**config.mk**
```make
export PLATFORM = sky130hd
export DESIGN_NAME = shift_in
export DESIGN_NICKNAME = d
export VERILOG_FILES = /design/src/rtl/shift_in.sv
export SDC_FILE = /design/constraint.sdc
export NUM_CORES = 1
export LEC_CHECK = 0
export CORE_MARGIN = 8
export CORE_UTILIZATION = 25
export CTS_BUF_LIST = sky130_fd_sc_hd__clkbuf_4
export DETAILED_ROUTE_END_ITERATION = 8
export PLACE_DENSITY_LB_ADDON = 0.2
export REMOVE_ABC_BUFFERS = 1
export SLEW_MARGIN = 20
export SYNTH_ARGS = -nofsm -noshare
export SYNTH_HDL_FRONTEND = slang
export SYNTH_SLANG_ARGS = --single-unit
```
**constraint.sdc**
```tcl
create_clock -name clk -period 3.9 [get_ports clk]
set_input_delay 0.78 -clock clk [delete_from_list [all_inputs] [get_ports clk]]
set_output_delay 0.78 -clock clk [all_outputs]
set_load 0.02 [all_outputs]
```
**src/rtl/shift_in.sv**
```systemverilog
// shift_in: reader for a chain of 74HC165-style PISO registers.
// Ports: clk, rst_n, vld, busy, done, dout, sft_pl_n, sft_cp, sft_ce_n, sft_q7.
module shift_in #(
  parameter int NBITS    = 8,
  parameter int HALF     = 4,
  parameter int LOAD_CYC = 4
) (
  input  logic             clk,
  input  logic             rst_n,
  input  logic             vld,
  output logic             busy,
  output logic             done,
  output logic [NBITS-1:0] dout,
  output logic             sft_pl_n,
  output logic             sft_cp,
  output logic             sft_ce_n,
  input  logic             sft_q7
);

  localparam int PMAX =
    (HALF > LOAD_CYC) ? HALF : LOAD_CYC;
  localparam int PW =
    (PMAX > 1) ? $clog2(PMAX) : 1;
  localparam int BW =
    (NBITS > 1) ? $clog2(NBITS) : 1;

  localparam logic [4:0] S_IDLE = 5'b00001;
  localparam logic [4:0] S_LOAD = 5'b00010;
  localparam logic [4:0] S_LOW  = 5'b00100;
  localparam logic [4:0] S_HIGH = 5'b01000;
  localparam logic [4:0] S_DONE = 5'b10000;

  logic [4:0]       state;
  logic [4:0]       state_d;
  logic [PW-1:0]    ph;
  logic [PW-1:0]    ph_d;
  logic [BW-1:0]    bitc;
  logic [BW-1:0]    bit_d;
  logic [NBITS-1:0] shreg;
  logic [NBITS-1:0] shreg_d;
  logic [NBITS-1:0] dout_d;
  logic             q7_m;
  logic             q7_s;
  logic             ld_end;
  logic             hf_end;
  logic             bit_last;

  assign ld_end   = (ph == PW'(LOAD_CYC - 1));
  assign hf_end   = (ph == PW'(HALF - 1));
  assign bit_last = (bitc == BW'(NBITS - 1));

  // Q7 is driven from the chain's own
  // clock domain, so bring it in first.
  always_ff @(posedge clk or negedge rst_n) begin
    if (!rst_n) begin
      q7_m <= 1'b0;
      q7_s <= 1'b0;
    end else begin
      q7_m <= sft_q7;
      q7_s <= q7_m;
    end
  end

  always_comb begin
    state_d = state;
    ph_d    = ph;
    bit_d   = bitc;
    shreg_d = shreg;
    dout_d  = dout;
    unique case (1'b1)
      state[0]: begin
        if (vld) begin
          state_d = S_LOAD;
          ph_d    = '0;
        end
      end
      state[1]: begin
        if (ld_end) begin
          state_d = S_LOW;
          ph_d    = '0;
          bit_d   = '0;
        end else begin
          ph_d = ph + 1'b1;
        end
      end
      state[2]: begin
        if (hf_end) begin
          // Sample at the very end of the low
          // half, furthest from the last edge.
          shreg_d = {shreg[NBITS-2:0], q7_s};
          ph_d    = '0;
          if (bit_last) begin
            state_d = S_DONE;
            dout_d  = shreg_d;
          end else begin
            state_d = S_HIGH;
          end
        end else begin
          ph_d = ph + 1'b1;
        end
      end
      state[3]: begin
        if (hf_end) begin
          state_d = S_LOW;
          ph_d    = '0;
          bit_d   = bitc + 1'b1;
        end else begin
          ph_d = ph + 1'b1;
        end
      end
      state[4]: begin
        state_d = S_IDLE;
      end
      default: begin
        state_d = S_IDLE;
        ph_d    = '0;
        bit_d   = '0;
      end
    endcase
  end

  // Chain controls follow the next state so
  // every pin comes straight from a flop.
  always_ff @(posedge clk or negedge rst_n) begin
    if (!rst_n) begin
      state    <= S_IDLE;
      ph       <= '0;
      bitc     <= '0;
      shreg    <= '0;
      dout     <= '0;
      busy     <= 1'b0;
      done     <= 1'b0;
      sft_pl_n <= 1'b1;
      sft_cp   <= 1'b0;
      sft_ce_n <= 1'b1;
    end else begin
      state    <= state_d;
      ph       <= ph_d;
      bitc     <= bit_d;
      shreg    <= shreg_d;
      dout     <= dout_d;
      busy     <= (state_d != S_IDLE);
      done     <= (state_d == S_DONE);
      sft_pl_n <= (state_d != S_LOAD);
      sft_cp   <= (state_d == S_HIGH);
      sft_ce_n <= !((state_d == S_LOW) ||
                    (state_d == S_HIGH));
    end
  end

endmodule

```
==> metrics.md, run 1 <==
| Metric | Value |
|---|---|
| Outcome | finished, final reports clean |
| Depth of the CTS H-tree | 2 |
| Die outline area | approximately 8400 µm² |
| Row Count | 27 |
| Final std cell area, no fill | 1698 µm² |
| LEAKAGE | ~0.78 nW |
| Clock network latency to the later pin of the worst-skew pair | between 0.3 and 0.4 ns |
| Area added between synthesis and finish | 18.83% |
| Post-synthesis cell type count | 34 |
| Worst max-slew margin expressed relative to the limit | between 50% and 60% |
| Grt ovf | 0 |
| Post-synthesis mux area share | between 10% and 20% |
| Number of buffers added by the clock tree synthesis step | 5 |
| Height of the die | 91.60 µm |
| Area occupied by registers | 804.5 µm² |
| Switching Power | 0.3882 mW |
| Router iterations before antenna repair | 4 |
| Number of diodes | 0 |
| Levels on crit path | 1 |
| Final HPWL from detailed placement | 1.817 mm |
| CTS tree | yes |
| Cell depth of the worst min-delay path | 0 |
| Ordered cell list for the critical path | clkdlybuf4s50_1 |
| Most common cell after layout, fill and taps aside | sky130_fd_sc_hd__dfrtp_1 |
| Clock sinks | 32 |
| Instance count after placement with tap cells included | between 150 and 200 |
| Number of antenna violations at the first check in global routing | 0 |
| Post-CTS repair timing setup buffer count | 0 |
| Share of synthesized area occupied by flip-flops and latches | ~56% |
| Total Nets Final | 130 |
| Least-Margin Pin Slew | ~0.64 ns |
| Max-capacitance violation count | 0 |
| Setup crit end kind | output port |
| Flip-flop and latch count after synthesis | 32 |
| Worst setup skew after layout | roughly 0.0044 ns |
| RSZ-0062 raised after global routing | no |
| Cell area after synthesis | roughly 1400 µm² |
| Fill cells | between 500 and 600 |
| Overall routed net length | 2.652 mm |
| Internal | ~0.67 mW |
| Vias per cell | 4.472 |
| Highest-count cells in the layout ignoring fill and taps | 29 x sky130_fd_sc_hd__dfrtp_1, 16 x sky130_fd_sc_hd__clkdlybuf4s50_1, 8 x sky130_fd_sc_hd__mux2_2, 8 x sky130_fd_sc_hd__mux2_4, 6 x sky130_fd_sc_hd__o21ai_0 |
| Post-Synthesis Cells | roughly 100 |
| Synth top area cells | sky130_fd_sc_hd__dfrtp_1 51%, sky130_fd_sc_hd__mux2_4 8.4%, sky130_fd_sc_hd__mux2_2 6.3% |
| Total Negative Setup Slacks | 0 ns |
| Net switching fraction of the power | between 30% and 40% |
| Area fraction in compound gates after synthesis | a little over a tenth |
| Startpoint Class | register |
| Delay of the slowest cell on the worst path | ~0.59 ns |
| I/O pin cnt | 17 |
| Routed Antenna Nets | 0 |
| Logic gate share of total power | between 30% and 40% |
| Largest fanout of any net on the critical path | 1 |
| Start-to-end type of the worst setup path | reg -> out |
| Post-place instance area | 1653 µm² |
| Area of the core | ~5500 µm² |
| Final hold violations | 0 |
| Routability congestion estimate from global placement | between 0.7 and 0.8 |
| Period utilisation layout | a little under three fifths |
| Total number of yosys warnings | 0 |
| Type of the worst min-delay path | reg -> reg |
| Maximum number of pins on one net before global-route repair | 33 |
| Critical path buffer and inverter count | 1 |
| Flop pwr share | 51.6% |
| Finish-stage setup viols | 0 |
| Power density cells | about 620 nW/µm² |
| Crit-path leading delay family | buffers and inverters |
| Number of design-rule violations left by the first detailed-router iteration | 38 |
| Post-synth top area share | approximately 50% |
| Adder and majority gate portion of the synthesized area | roughly 2.6% |
| Combinational family with the most area after synthesis | multiplexers |
| Peak supply drop | ~0.27 mV |
| Overall die width | just over 90 µm |
| Share of post-route cells with drive strength above 1 | a little over a quarter |
| Dominant cell type by area after synthesis | sky130_fd_sc_hd__dfrtp_1 |
| Vias in the first global route | roughly 910 |
| Clock-pin transition on the worst setup and hold timing paths | approximately 0.1 ns |
| Max Clk Rate | around 0.45 GHz |
| IO buf count | 16 |
| Detailed-route via count | just under 900 |
| Clock network fraction of total power | about 16% |
| Critical path required time | ~3.1 ns |
| Number of gates resized after CTS | 0 |
| Effective utilization at floorplan | about a quarter |
| GR Util All Layers | about 6.9% |
| Multi-input gate area in the final layout | 583.1 µm² |
| Simple-gate area share of the yosys netlist | between 10% and 20% |
| Routed wirelength normalized by instance count | 13.60 µm |
| Fin. max-slew vios | 0 |
| Final Critical Period | ~2.2 ns |
| XOR/XNOR share of the synthesized area | 0% |
| Slowest library cell on the worst path | sky130_fd_sc_hd__clkdlybuf4s50_1 |
| DRC viols | 0 |
| Depth of the most critical reg-to-reg path | 4 |
| First-pass GRT wire length | ~4.6 mm |
| Hold-fix buffers, CTS | 0 |
| Average size of a mapped cell | between 10 and 15 µm² |
| Final std cells w/o fill | ~200 |
| Signal arrival time at the worst endpoint | approximately 1.4 ns |
| CTS root buf | sky130_fd_sc_hd__clkbuf_4 |
| Worst-case clock buffer depth | 2 |
-- flip-flops by register name, indices dropped and copies added (netlist names) --
name      count
q7_s          1
busy          1
ph            2
sft_pl_n      1
shreg         7
done          1
sft_cp        1
q7_m          1
bitc          3
dout          8
state         5
sft_ce_n      1
-- path summary, 6_finish.rpt --
check	startpoint	end	slack [ns]
worst min register to register	q7_m	q7_s	0.36
max in group asynchronous	rst_n	sft_ce_n	2.71
worst max-delay path	sft_pl_n	sft_pl_n	1.68
worst max register to register	ph[0]	sft_ce_n	2.05
min in group asynchronous	rst_n	dout[2]	0.85
worst min-delay path	q7_m	q7_s	0.36
-- per-stage QoR --
stage / utilization [%] / power (mW) / hold WS [ns] / setup slack, ns
final: 30.83 / 1.057 / 0.3584 / 1.678
after global routing: 30.83 / 1.141 / 0.3709 / 1.608
after CTS: 30.83 / 1.074 / 0.3619 / 1.643
after detailed placement: 30.02 / 0.8982 / 0.3410 / 1.956
after global placement: 30.02 / 0.8825 / 0.3363 / 2.031
after floorplan: - / 0.7792 / 0.3312 / 2.323
-- cells by family after synthesis --
group,Yosys count
simple gates,25
buf+inv,7
mux,17
compound gates,20
flops,32
fa+ha+maj,3
-- Yosys cell counts --
master and count:
sky130_fd_sc_hd__o311ai_1 1, sky130_fd_sc_hd__a21o_1 2, sky130_fd_sc_hd__dfstp_2 3, sky130_fd_sc_hd__buf_4 1
sky130_fd_sc_hd__nand4_1 2, sky130_fd_sc_hd__a22o_1 2, sky130_fd_sc_hd__o21ai_0 6, sky130_fd_sc_hd__nor3_4 2
sky130_fd_sc_hd__mux2_2 8, sky130_fd_sc_hd__mux2_1 1, sky130_fd_sc_hd__nor4_1 2, sky130_fd_sc_hd__nand2_1 3
sky130_fd_sc_hd__dfrtp_1 29, sky130_fd_sc_hd__buf_6 1, sky130_fd_sc_hd__nor2_1 5, sky130_fd_sc_hd__buf_2 3
sky130_fd_sc_hd__and3b_1 1, sky130_fd_sc_hd__nand3_4 1, sky130_fd_sc_hd__a2bb2oi_2 1, sky130_fd_sc_hd__o211ai_1 1
sky130_fd_sc_hd__a21oi_1 2, sky130_fd_sc_hd__inv_1 2, sky130_fd_sc_hd__nor3_1 3, sky130_fd_sc_hd__nand3b_1 1
sky130_fd_sc_hd__a21bo_2 2, sky130_fd_sc_hd__a21boi_0 1, sky130_fd_sc_hd__nand2b_1 1, sky130_fd_sc_hd__and2b_1 1
sky130_fd_sc_hd__o211a_1 1, sky130_fd_sc_hd__mux2_4 8, sky130_fd_sc_hd__o21ai_2 1, sky130_fd_sc_hd__nand2_4 1
sky130_fd_sc_hd__ha_1 3, sky130_fd_sc_hd__nor2b_1 2
-- area by class of cell --
cell class	count	share of cell area (%)
well taps	72	5.306
inverters	2	0.4422
multi-input cells	65	34.34
flip-flops and latches	32	47.38
repair buffers	17	9.875
clock inverters	2	0.4422
clock buffers	5	2.211
-- per-layer routing --
metal	vias up	wire, µm	track usage, %
met3	7	183	2.963
met4	0	54	3.683
met5	-	0	0
met1	428	1288	8.309
met2	21	1126	10.14
li1	416	-	-
-- power by group through the flow --
stage | clock [mW] | sequential [mW] | combinational (mW)
after CTS | 0.181 | 0.545 | 0.348
final | 0.170 | 0.546 | 0.342
after detailed placement | 0 | 0.553 | 0.345
after global routing | 0.194 | 0.563 | 0.383
after floorplan | 0 | 0.542 | 0.237
after global placement | 0 | 0.549 | 0.333
Note: power is estimated with default switching activity, not from simulation.
==> run 2: changes to the inputs <==
Clock period 3.9 ns to 1.9 ns, I/O delays scaled along.
==> metrics.md, run 2 (same netlist as run 1, synthesis figures left out) <==
| Metric | Value |
|---|---|
| GR Util All Layers | 6.796% (-0.10 points) |
| Worst setup skew after layout | 0.007967 ns (+0.003568 ns) |
| Power density cells | 1287 nW/µm² (+110%) |
| Worst max-slew margin expressed relative to the limit | 61.79% (+4.3 points) |
| Height of the die | 91.60 µm (unchanged) |
| Row Count | 27 (unchanged) |
| Area added between synthesis and finish | 20.14% |
| Fin. max-slew vios | 0 (unchanged) |
| Reg2reg end | sft_cp |
| Die outline area | 8391 µm² (unchanged) |
| Most common cell after layout, fill and taps aside | sky130_fd_sc_hd__dfrtp_1 |
| Finish-stage setup viols | 0 (unchanged) |
| Number of antenna violations at the first check in global routing | 0 (unchanged) |
| Depth of the most critical reg-to-reg path | 4 (unchanged) |
| First-pass GRT wire length | 4.526 mm (-1.4%) |
| Registers with the most flip-flops | dout x8, shreg x7, state x5 |
| Area occupied by registers | 804.5 µm² (unchanged) |
| CTS root buf | sky130_fd_sc_hd__clkbuf_4 |
| Number of design-rule violations left by the first detailed-router iteration | 85 (+120%) |
| Number of flip-flops under the largest register name | 8 (unchanged) |
| Crit-path leading delay family | buffers and inverters |
| Total chip power | 2.209 mW (+110%) |
| Effective utilization at floorplan | 25.95% (unchanged) |
| Highest-count cells in the layout ignoring fill and taps | 29 x sky130_fd_sc_hd__dfrtp_1, 16 x sky130_fd_sc_hd__clkdlybuf4s50_1, 8 x sky130_fd_sc_hd__mux2_2, 8 x sky130_fd_sc_hd__mux2_4, 7 x sky130_fd_sc_hd__clkbuf_4 |
| Net switching fraction of the power | 35.45% (-1.3 points) |
| Finished Core Util | 31.17% (+0.34 points) |
| Routed wirelength normalized by instance count | 13.29 µm (-2.2%) |
| Delay of the slowest cell on the worst path | 0.61 ns (+0.02 ns) |
| Register-to-Register Setup Slack | 0.28 ns (-1.77 ns) |
| Largest Register | dout |
| Setup crit end kind | output port |
| Largest fanout of any net on the critical path | 1 (unchanged) |
| Router iterations before antenna repair | 4 (unchanged) |
| Cell depth of the worst min-delay path | 0 (unchanged) |
| I/O pin cnt | 17 (unchanged) |
| Fill cells | 558 (+0.54%) |
| LEAKAGE | 0.7906 nW (+1.7%) |
| Number of diodes | 0 (unchanged) |
| Routability congestion estimate from global placement | 0.7320 (-5.3%) |
| Max-capacitance violation count | 0 (unchanged) |
| Clock network fraction of total power | 17.5% (+1.4 points) |
| Worst-case clock buffer depth | 2 (unchanged) |
| Ordered cell list for the critical path | clkdlybuf4s50_1 |
| Final HPWL from detailed placement | 1.817 mm (about the same) |
| Clock sinks | 32 (unchanged) |
| Worst hold endpoint | q7_s |
| DRC viols | 0 (unchanged) |
| Detailed-route via count | 891 (+2.2%) |
| Critical path buffer and inverter count | 1 (unchanged) |
| Period utilisation layout | a little over nine tenths |
| Overall die width | 91.60 µm (unchanged) |
| Share of post-route cells with drive strength above 1 | 28.80% (+2.0 points) |
| Final Critical Period | 1.835 ns |
| Vias in the first global route | 924 (+1.1%) |
| Critical path required time | 1.52 ns (-1.60 ns) |
| Post-CTS repair timing setup buffer count | 0 (unchanged) |
| Overall routed net length | 2.619 mm (-1.2%) |
| Maximum number of pins on one net before global-route repair | 33 (unchanged) |
| Clock-pin transition on the worst setup and hold timing paths | 0.10 ns (about the same) |
| Flop pwr share | 50.6% (-1.0 points) |
| Peak supply drop | 0.2751 mV (+3.1%) |
| RR Startpoint | ph[0] |
| Grt ovf | 0 (unchanged) |
| Vias per cell | 4.523 (+1.1%) |
| Start-to-end type of the worst setup path | reg -> out |
| Least-Margin Pin Slew | 0.5732 ns (-0.06417 ns) |
| Final hold violations | 0 (unchanged) |
| Logic gate share of total power | 31.9% (-0.4 points) |
| Slowest library cell on the worst path | sky130_fd_sc_hd__clkdlybuf4s50_1 |
| Outcome | finished, final reports clean |
| Multi-input gate area in the final layout | 583.1 µm² (unchanged) |
| Clock network latency to the later pin of the worst-skew pair | 0.32 ns (about the same) |
| Max Clk Rate | between 0.5 and 0.6 GHz |
| Startpoint of the most critical hold path | q7_m |
| CTS tree | yes |
| Internal | 1.426 mW (+110%) |
| Signal arrival time at the worst endpoint | 1.45 ns (about the same) |
| Startpoint Class | register |
| Depth of the CTS H-tree | 2 (unchanged) |
| Number of buffers added by the clock tree synthesis step | 5 (unchanged) |
| Routed Antenna Nets | 0 (unchanged) |
| IO buf count | 16 (unchanged) |
| RSZ-0062 raised after global routing | no |
| Total Negative Setup Slacks | 0 ns (unchanged) |
| Switching Power | 0.7833 mW (+100%) |
| Area of the core | 5507 µm² (unchanged) |
| Type of the worst min-delay path | reg -> reg |
| Hold-fix buffers, CTS | 0 (unchanged) |
| Total Nets Final | 131 (+0.77%) |
| Number of gates resized after CTS | 0 (unchanged) |
-- run 2: changes by cell type in the layout (fill, tap and decap cells not counted) --
cell,change
sky130_fd_sc_hd__buf_4,+1
sky130_fd_sc_hd__clkbuf_4,+2
sky130_fd_sc_hd__clkinv_1,-1
-- run 2: routing by layer --
layer  track usage (%)  part of all wire [%]  vias up
met5                 0                     0        -
met4             4.093                   1.9        0
met3             2.387                   5.6        5
met2             10.38                    47       19
met1             8.020                    45      454
li1                  -                     -      413
-- run 2: power groups by stage --
stage	Combinational, mW	Sequential, mW	Clock, mW
final	0.706	1.12	0.386
after CTS	0.724	1.12	0.408
after global routing	0.790	1.16	0.444
after floorplan	0.486	1.11	0
after detailed placement	0.714	1.13	0
after global placement	0.699	1.13	0
-- run 2: area by class of cell --
class / count / area share (%)
Clock buffer: 7 / 3.061
Tap cell: 72 / 5.248
Clock inverter: 1 / 0.2187
Multi-Input combinational cell: 65 / 33.96
Sequential cell: 32 / 46.87
Timing Repair Buffer: 18 / 10.20
Inverter: 2 / 0.4373
-- run 2: metrics by stage --
step                cells  hold WS [ns]  area, µm²  setup slack (ns)
floorplan              99       0.08441       1395            0.3233
global placement      189        0.3346       1660            0.3107
global route          197        0.3655       1717           0.01074
finish                197        0.3554       1717           0.06525
CTS                   197        0.3593       1717           0.04446
detailed placement    189        0.3372       1660            0.2890
-- run 2: worst max path at each step --
stage	from	endpoint	cells after the start
after floorplan	ph[0]	sft_cp	4
after global placement	ph[0]	sft_ce_n	4
after detailed placement	ph[0]	sft_cp	4
after CTS	sft_pl_n	sft_pl_n	1
after global routing	sft_ce_n	sft_ce_n	1
final	sft_pl_n	sft_pl_n	1
==> run 3: changes to the inputs <==
Settings changed: CORE_ASPECT_RATIO set to 1.4, PLACE_DENSITY_LB_ADDON 0.2 to 0.15.
==> metrics.md, run 3 (same netlist as run 1, synthesis figures left out) <==
| Metric | Value |
|---|---|
| Number of gates resized after CTS | 0 (unchanged) |
| Overall routed net length | 2.505 mm (-4.4%) |
| Post-CTS repair timing setup buffer count | 0 (unchanged) |
| Overall die width | 79.90 µm (-13%) |
| Worst max-slew margin expressed relative to the limit | 62.61% (+0.82 points) |
| IO buf count | 16 (unchanged) |
| GR Util All Layers | 6.465% (-0.33 points) |
| Height of the die | 105.5 µm (+15%) |
| Router iterations before antenna repair | 3 (-1) |
| Global Route met3 Usage | 2.721% (+0.33 points) |
| Final Critical Period | 1.811 ns (-0.02358 ns) |
| Fill cells | 565 (+1.3%) |
| Area added between synthesis and finish | 21.45% |
| Levels on crit path | 1 (unchanged) |
| Final std cells w/o fill | 193 (-2.0%) |
| Ordered cell list for the critical path | clkdlybuf4s50_1 |
| Grt met1 use | 6.639% (-1.4 points) |
| Highest-count cells in the layout ignoring fill and taps | 29 x sky130_fd_sc_hd__dfrtp_1, 16 x sky130_fd_sc_hd__clkdlybuf4s50_1, 8 x sky130_fd_sc_hd__mux2_2, 8 x sky130_fd_sc_hd__mux2_4 |
| DRC viols | 0 (unchanged) |
| Power density cells | 1343 nW/µm² (+4.3%) |
| Outcome | finished, final reports clean |
| Signal arrival time at the worst endpoint | 1.43 ns (-0.02 ns) |
| Period utilisation layout | 95.32% (-1.2 points) |
| Critical path buffer and inverter count | 1 (unchanged) |
| Registers with the most flip-flops | dout x8, shreg x7, state x5 |
| Largest Register | dout |
| Max-capacitance violation count | 0 (unchanged) |
| Routed wirelength normalized by instance count | 12.98 µm (-2.4%) |
| LEAKAGE | 0.8025 nW (+1.5%) |
| Number of antenna violations at the first check in global routing | 0 (unchanged) |
| Vias per cell | 4.518 (-0.10%) |
| Number of diodes | 0 (unchanged) |
| CTS tree | yes |
| Global Route met2 Usage | 10.38% (about the same) |
| Type of the worst min-delay path | reg -> reg |
| Row Count | 32 (+19%) |
| Post-place instance area | 1655 µm² (-0.30%) |
| Routability congestion estimate from global placement | 0.7538 (+3.0%) |
| Number of design-rule violations left by the first detailed-router iteration | 31 (-64%) |
| Clock-pin transition on the worst setup and hold timing paths | 0.10 ns (about the same) |
| Slowest library cell on the worst path | sky130_fd_sc_hd__clkdlybuf4s50_1 |
| Vias in the first global route | 882 (-4.5%) |
| Peak supply drop | 0.2990 mV (+8.7%) |
| Depth of the CTS H-tree | 2 (unchanged) |
| Grt ovf | 0 (unchanged) |
| Share of post-route cells with drive strength above 1 | 29.60% (+0.80 points) |
| Cell depth of the worst min-delay path | 0 (unchanged) |
| Critical path required time | 1.52 ns (about the same) |
| Max Clk Rate | 0.5521 GHz (+1.3%) |
| Finish-stage setup viols | 0 (unchanged) |
| CTS root buf | sky130_fd_sc_hd__clkbuf_4 |
| Fin. max-slew vios | 0 (unchanged) |
| Crit-path leading delay family | buffers and inverters |
| Worst-case clock buffer depth | 2 (unchanged) |
| RSZ-0062 raised after global routing | no |
| Area of the core | 5525 µm² (+0.34%) |
| Instance count after placement with tap cells included | 185 (-2.1%) |
| Final hold violations | 0 (unchanged) |
| Least-Margin Pin Slew | 0.5609 ns (-0.01231 ns) |
| Detailed-route via count | 872 (-2.1%) |
| Layer carrying the most global-route usage | met2 |
| Start-to-end type of the worst setup path | reg -> out |
| Startpoint Class | register |
| Clock sinks | 32 (unchanged) |
| Most common cell after layout, fill and taps aside | sky130_fd_sc_hd__dfrtp_1 |
| Setup crit end kind | output port |
| Total Negative Setup Slacks | 0 ns (unchanged) |
| Routed Antenna Nets | 0 (unchanged) |
| I/O pin cnt | 17 (unchanged) |
| Clock network latency to the later pin of the worst-skew pair | 0.32 ns (about the same) |
| Largest fanout of any net on the critical path | 1 (unchanged) |
| Maximum number of pins on one net before global-route repair | 33 (unchanged) |
| First-pass GRT wire length | 4.195 mm (-7.3%) |
| Depth of the most critical reg-to-reg path | 4 (unchanged) |
| Hold-fix buffers, CTS | 0 (unchanged) |
| Die outline area | 8425 µm² (+0.41%) |
| Number of flip-flops under the largest register name | 8 (unchanged) |
| Effective utilization at floorplan | 25.86% (-0.088 points) |
| Final HPWL from detailed placement | 1.824 mm (+0.39%) |
| Total Nets Final | 131 (unchanged) |
| Final std cell area, no fill | 1735 µm² (+1.1%) |
| Worst setup skew after layout | 0.009390 ns (+0.001423 ns) |
| Number of buffers added by the clock tree synthesis step | 5 (unchanged) |
| Delay of the slowest cell on the worst path | 0.59 ns (-0.02 ns) |
run 3: changes by cell type in the layout (fill, tap and decap cells not counted):
| cell | previous run | this run |
|---|---|---|
| sky130_fd_sc_hd__bufinv_16 | 0 | 1 |
| sky130_fd_sc_hd__clkbuf_4 | 7 | 6 |
| sky130_fd_sc_hd__clkinv_1 | 1 | 0 |
| sky130_fd_sc_hd__clkinv_2 | 0 | 1 |
run 3: stage by stage:
step,setup WS [ns],power [mW],hold slack (ns),utilization [%]
final,0.08883,2.330,0.3618,31.41
after detailed placement,0.2929,1.839,0.3442,29.96
after floorplan,0.3233,1.599,0.08441,-
after global routing,0.02630,2.485,0.3713,31.41
after CTS,0.05310,2.373,0.3691,31.41
after global placement,0.3406,1.820,0.3351,29.96
run 3: worst reg2reg max path: stages (launching register included):
cell and delay [ns]:
sky130_fd_sc_hd__dfrtp_1 0.39, sky130_fd_sc_hd__ha_1 0.42, sky130_fd_sc_hd__and2b_1 0.27, sky130_fd_sc_hd__nor3_1 0.30
sky130_fd_sc_hd__o211a_1 0.21
run 3: area by class of cell:
type	count	area, µm²	area share, %
inverter	2	7.507	0.4326
sequential	32	804.5	46.36
timing repair buffer	18	175.2	10.09
tap	68	85.08	4.903
multi-input combinational	65	583.1	33.60
clock buffer	6	45.04	2.596
clock inverter	2	35.03	2.019
run 3: power breakdown:
part | leakage, nW | switching, mW | total (mW) | internal, mW
Clock | 0.0456 | 0.232 | 0.522 | 0.290
Sequential | 0.406 | 0.230 | 1.11 | 0.884
Combinational | 0.351 | 0.324 | 0.694 | 0.370
run 3: routing by layer:
layer	routed length (µm)	part of all wire (%)
met5	0	0
met4	57	2.3
met3	149	5.9
met2	1297	52
met1	1000	40
run 3: path summary, 6_finish.rpt:
kind,from,endpoint,slack (ns)
max reg2reg,ph[0],sft_cp,0.25
min reg2reg,q7_m,q7_s,0.36
min in group asynchronous,rst_n,shreg[4],0.44
max,sft_pl_n,sft_pl_n,0.09
min,q7_m,q7_s,0.36
max in group asynchronous,rst_n,state[0],1.13
